<file path="src/rtl/fifo_wr_arb.sv">
// Write side of an async FIFO shared by two burst requesters. Round-robin
// arbitration in IDLE; a granted burst owns the write port until its last beat.
module fifo_wr_arb #(
  parameter int DSIZE = 8,
  parameter int ASIZE = 4
) (
  input  logic             wclk,
  input  logic             wrst,
  input  logic             req0_valid,
  input  logic [DSIZE-1:0] req0_data,
  input  logic             req0_last,
  output logic             req0_ready,
  input  logic             req1_valid,
  input  logic [DSIZE-1:0] req1_data,
  input  logic             req1_last,
  output logic             req1_ready,
  input  logic [ASIZE:0]   wq2_rptr,
  output logic [ASIZE-1:0] waddr,
  output logic [DSIZE-1:0] wdata,
  output logic             wclken,
  output logic             wfull,
  output logic [ASIZE:0]   wptr,
  output logic             grant_id,
  output logic             busy
);

  typedef enum logic [1:0] {
    IDLE  = 2'd0,
    LOCK0 = 2'd1,
    LOCK1 = 2'd2
  } state_e;

  state_e           state_q, state_d;
  logic             last_winner_q, last_winner_d;
  logic             grant_id_q, grant_id_d;
  logic [ASIZE:0]   wbin_q, wbin_d;
  logic [ASIZE:0]   wptr_q, wptr_d;
  logic             wfull_q, wfull_d;

  logic             sel_vld;
  logic             sel_id;
  logic             sel_valid;
  logic             sel_last;
  logic [DSIZE-1:0] sel_data;
  logic             write_ok;
  logic [ASIZE:0]   full_ptr;

  // ---------------------------------------------------------------------------
  // State register
  // ---------------------------------------------------------------------------
  // NOTE: sequential state uses non-blocking (<=) so every register samples
  // the pre-edge values of the others, independent of statement order.
  always_ff @(posedge wclk) begin
    if (wrst) begin
      state_q       <= IDLE;
      last_winner_q <= 1'b1;
      grant_id_q    <= 1'b0;
      wbin_q        <= '0;
      wptr_q        <= '0;
      wfull_q       <= 1'b0;
    end else begin
      state_q       <= state_d;
      last_winner_q <= last_winner_d;
      grant_id_q    <= grant_id_d;
      wbin_q        <= wbin_d;
      wptr_q        <= wptr_d;
      wfull_q       <= wfull_d;
    end
  end

  // ---------------------------------------------------------------------------
  // Output / selection logic
  // ---------------------------------------------------------------------------
  // NOTE: every signal driven here gets a default first so no path through
  // the case statement leaves it unassigned, which would infer a latch.
  always_comb begin
    sel_vld = 1'b0;
    sel_id  = 1'b0;
    unique case (state_q)
      IDLE: begin
        if (req0_valid && req1_valid) begin
          sel_vld = 1'b1;
          sel_id  = ~last_winner_q;
        end else if (req0_valid) begin
          sel_vld = 1'b1;
          sel_id  = 1'b0;
        end else if (req1_valid) begin
          sel_vld = 1'b1;
          sel_id  = 1'b1;
        end
      end
      LOCK0: begin
        sel_vld = 1'b1;
        sel_id  = 1'b0;
      end
      LOCK1: begin
        sel_vld = 1'b1;
        sel_id  = 1'b1;
      end
      default: begin
        sel_vld = 1'b0;
        sel_id  = 1'b0;
      end
    endcase

    sel_valid = sel_id ? req1_valid : req0_valid;
    sel_last  = sel_id ? req1_last  : req0_last;
    sel_data  = sel_id ? req1_data  : req0_data;

    // Ready is offered to the owner regardless of its valid; reset blocks it.
    write_ok   = sel_vld & ~wfull_q & ~wrst;
    req0_ready = write_ok & ~sel_id;
    req1_ready = write_ok &  sel_id;
    wclken     = write_ok & sel_valid;
    wdata      = sel_vld ? sel_data : '0;
  end

  // ---------------------------------------------------------------------------
  // Next-state logic
  // ---------------------------------------------------------------------------
  always_comb begin
    state_d       = state_q;
    last_winner_d = last_winner_q;
    grant_id_d    = grant_id_q;
    if (wclken) begin
      unique case (state_q)
        IDLE: begin
          last_winner_d = sel_id;
          grant_id_d    = sel_id;
          if (!sel_last) state_d = sel_id ? LOCK1 : LOCK0;
        end
        LOCK0, LOCK1: begin
          if (sel_last) state_d = IDLE;
        end
        default: state_d = IDLE;
      endcase
    end
  end

  // ---------------------------------------------------------------------------
  // Write pointer and full flag
  // ---------------------------------------------------------------------------
  // Full when the next write pointer equals the read pointer with its two
  // MSBs inverted: the writer is exactly one lap ahead in Gray space.
  always_comb begin
    wbin_d   = wbin_q + {{ASIZE{1'b0}}, wclken};
    wptr_d   = wbin_d ^ (wbin_d >> 1);
    full_ptr = {~wq2_rptr[ASIZE:ASIZE-1], wq2_rptr[ASIZE-2:0]};
    wfull_d  = (wptr_d == full_ptr);
  end

  assign waddr    = wbin_q[ASIZE-1:0];
  assign wfull    = wfull_q;
  assign wptr     = wptr_q;
  assign grant_id = grant_id_q;
  assign busy     = (state_q != IDLE);

  a_ready_onehot: assert property (@(posedge wclk) disable iff (wrst)
    !(req0_ready && req1_ready));
  a_no_write_full: assert property (@(posedge wclk) disable iff (wrst)
    wclken |-> !wfull);

endmodule
</file>
<file path="config.mk">
export PLATFORM = sky130hd
export DESIGN_NAME = fifo_wr_arb
export DESIGN_NICKNAME = d
export VERILOG_FILES = /design/src/rtl/fifo_wr_arb.sv
export SDC_FILE = /design/constraint.sdc
export NUM_CORES = 1
export LEC_CHECK = 0
export BUFFER_PORTS_ARGS = -buffer_cell sky130_fd_sc_hd__buf_2
export CORE_MARGIN = 5
export CORE_UTILIZATION = 48
export CTS_BUF_LIST = sky130_fd_sc_hd__clkbuf_8
export DETAILED_ROUTE_END_ITERATION = 16
export PLACE_DENSITY = 0.87
export SETUP_SLACK_MARGIN = 0.1
export SYNTH_ARGS = -nofsm -noshare
export SYNTH_HDL_FRONTEND = slang
export SYNTH_SLANG_ARGS = --single-unit
</file>
<file path="constraint.sdc">
create_clock -name wclk -period 5.85 [get_ports wclk]
set_input_delay 0.585 -clock wclk [delete_from_list [all_inputs] [get_ports wclk]]
set_output_delay 0.585 -clock wclk [all_outputs]
set_load 0.1 [all_outputs]
</file>
==> flow_summary.json <==
{
  "clock_skew_ns": 0.00102,
  "drive_above_1_share": 0.373,
  "wirelength_microns": 2160,
  "critical_path.top_delay_family": "compound AO/OA/AOI/OAI gates",
  "dpl.hpwl_microns": 1760,
  "worstHoldPathCells": 2,
  "worstSetupPathType": "reg -> out",
  "drc": 0,
  "post_cts_resized": 0,
  "antenna_found_initial": 0,
  "rr_worst_depth": 11,
  "rsz0062_at_grt": "false",
  "grt_max_degree": 17,
  "avgViaCountPerCell": 4.91,
  "io_buffers": 49,
  "drt_pass1_iterations": 4,
  "status": "finished, final reports clean",
  "synth_seq_cells": 14,
  "cts_buffers": 3,
  "synthesis.area_sq_um": 866,
  "vias": 899,
  "synth_cells": 108,
  "die_w_microns": 52.5,
  "cts_tree": "built",
  "syn_area_per_cell_sq_um": 8.02,
  "overflow": 0,
  "ant_nets": 0,
  "ir_worst_vdd_mv": 0.276,
  "synth.net_count": 140,
  "hold_class": "reg -> reg",
  "worst_pin_slew_ns": 0.581,
  "fin_tns_setup_ns": 0,
  "path_depth": 6,
  "clock_path_buffers": 2,
  "synth.largest_area_cell": "dfxtp_1",
  "cp.arrival_ns": 2.15,
  "wire_per_inst_microns": 11.8,
  "slowest_delay_ns": 0.53,
  "slew_headroom": 0.611,
  "fin_ws_ns": 3.11,
  "start_util": 0.501,
  "cp.required_ns": 5.27,
  "p_sw_w": 0.000269,
  "finalSetupViolations": 0,
  "final_hold_viol_count": 0,
  "hold_ws_ns": 0.506,
  "diodes": 0,
  "fin_nets": 191,
  "crit_path_end_kind": "output port",
  "clkSinkCount": 14,
  "clk-insertion-delay-late_ns": 0.24,
  "grt_pass1_vias": 853,
  "ctsHoldBuffers": 0,
  "total_power_w": 0.000487,
  "yosysMostFrequentCell": "nand2_1",
  "min_period_ns": 2.74,
  "post-place-ws_ns": 3.16,
  "post-cts-setup-buffer-count": 0,
  "core_sq_um": 1730,
  "synth-edff-count": 0,
  "dieHeight_microns": 52.5,
  "cts-root-buf": "clkbuf_8",
  "cp_slowest_cell": "a31oi_2",
  "powerDensity_nw_per_um2": 411,
  "crit_fanout": 12,
  "place_congestion": 0.803,
  "synth.area.top_cells": "dfxtp_1, nand2_1, xnor2_1",
  "cp-start-kind": "flop",
  "min_period_over_period": 0.468,
  "yosysTopAreaCellShare": 0.324,
  "syn2layout_area_growth_pct": 37.0,
  "switching_share": 0.552,
  "yosysWarnings": 0,
  "rows": 15,
  "async_flop_share": 0,
  "synth_cell_types": 29,
  "max-cap-violations": 0,
  "p_int_w": 0.000218,
  "seq_power_share": 0.223,
  "fmax_mhz": 365,
  "drt_iter0_drc": 19,
  "utilization": 0.687,
  "synth_flop_cell": "dfxtp_1",
  "clkPwrFrac": 0.187,
  "track_usage": 0.169,
  "path_clk_slew_ns": 0.05,
  "num-fill-cells": 146,
  "combPwrFrac": 0.590,
  "p_leak_nw": 0.621,
  "htreeDepth": 1,
  "grt_pass1_wl_microns": 3470,
  "synth_common_cells": "nand2_1, dfxtp_1, nor2_1, a21oi_1, xnor2_1",
  "ys_seq_area_frac": 0.324,
  "ioPinCount": 50,
  "drv_slew": 0,
  "die_area_sq_um": 2750,
  "crit_chain": "inv_1, ha_1, a31oi_2, nand2_1, a21oi_1, buf_2",
  "critical_path_buf_inv_count": 2
}
path summary, 6_finish.rpt:
path / from / to / slack [ns]
setup reg to reg: state_q[0]$_SDFFE_PP0P_ / wfull$_SDFF_PP0_ / 3.26
hold reg to reg: grant_id$_SDFFE_PP0P_ / grant_id$_SDFFE_PP0P_ / 0.51
hold / removal: grant_id$_SDFFE_PP0P_ / grant_id$_SDFFE_PP0P_ / 0.51
setup / recovery: state_q[1]$_SDFFE_PP0P_ / wdata[3] / 3.11
kinds of logic after synthesis:
family,count (synthesis),share of synthesized area
adder cells (fa/ha/maj),5,0.0723
AND/OR/NAND/NOR,45,0.234
AO/OA/AOI/OAI,21,0.171
buffers and inverters,8,0.0347
multiplexers,3,0.0347
flip-flops,14,0.324
XOR/XNOR,12,0.130
registers in the layout, summed over array words and instances (netlist names):
name / count
grant_id: 1
last_winner_q: 1
state_q: 2
wbin_q: 5
wfull: 1
wptr: 4
power groups by stage:
stage	Sequential (W)	Clock, W	Combinational [W]
detailed placement	0.000110	0	0.000288
global placement	0.000110	0	0.000285
finish	0.000109	0.0000912	0.000288
global route	0.000109	0.0000982	0.000303
CTS	0.000109	0.0000927	0.000289
floorplan	0.000153	0	0.000202
metrics by stage:
step,std cells,instance area (sq um)
floorplan,108,866
global placement,179,1130
detailed placement,179,1130
CTS,183,1190
global route,183,1190
finish,183,1190
per-layer routing:
metal  track usage  share of wire  wire, microns
met1         0.171           0.40            866
met4        0.0936          0.015             33
met3        0.0541           0.14            298
met5             0              0              0
met2         0.300           0.45            964
cell type report:
class	instances	area [sq um]	share of cell area
multi-input cells	86	556	0.468
flip-flops and latches	14	280	0.236
repair buffers	49	245	0.207
clock buffers	4	55.1	0.0464
well taps	25	31.3	0.0264
inverters	5	18.8	0.0158
layout by cell type, fill, tap and decap left out, types with 2 or more instances in the layout:
cell type / synthesis / layout
and3_1: 2 / 2
xnor2_1: 8 / 8
nor2b_1: 3 / 3
xor2_1: 3 / 3
nand2_1: 19 / 19
nor3_1: 3 / 3
buf_2: 0 / 49
mux2i_1: 3 / 3
nor2_1: 12 / 12
ha_1: 5 / 5
nand2b_1: 3 / 3
o21ai_0: 2 / 2
inv_1: 5 / 5
a21oi_1: 9 / 9
dfxtp_1: 14 / 14
clkbuf_8: 0 / 4
worst register-to-register path, stage by stage, from the launching register on:
cell and delay (ns):
dfxtp_1 0.32, inv_1 0.08, ha_1 0.24, o21a_1 0.17, o21ai_1 0.12, a21oi_1 0.29
ha_1 0.27, nand3_2 0.11, xor2_2 0.31, xnor2_1 0.13, and3_1 0.18, o221a_1 0.25
Power figures use the tool's default switching activity.
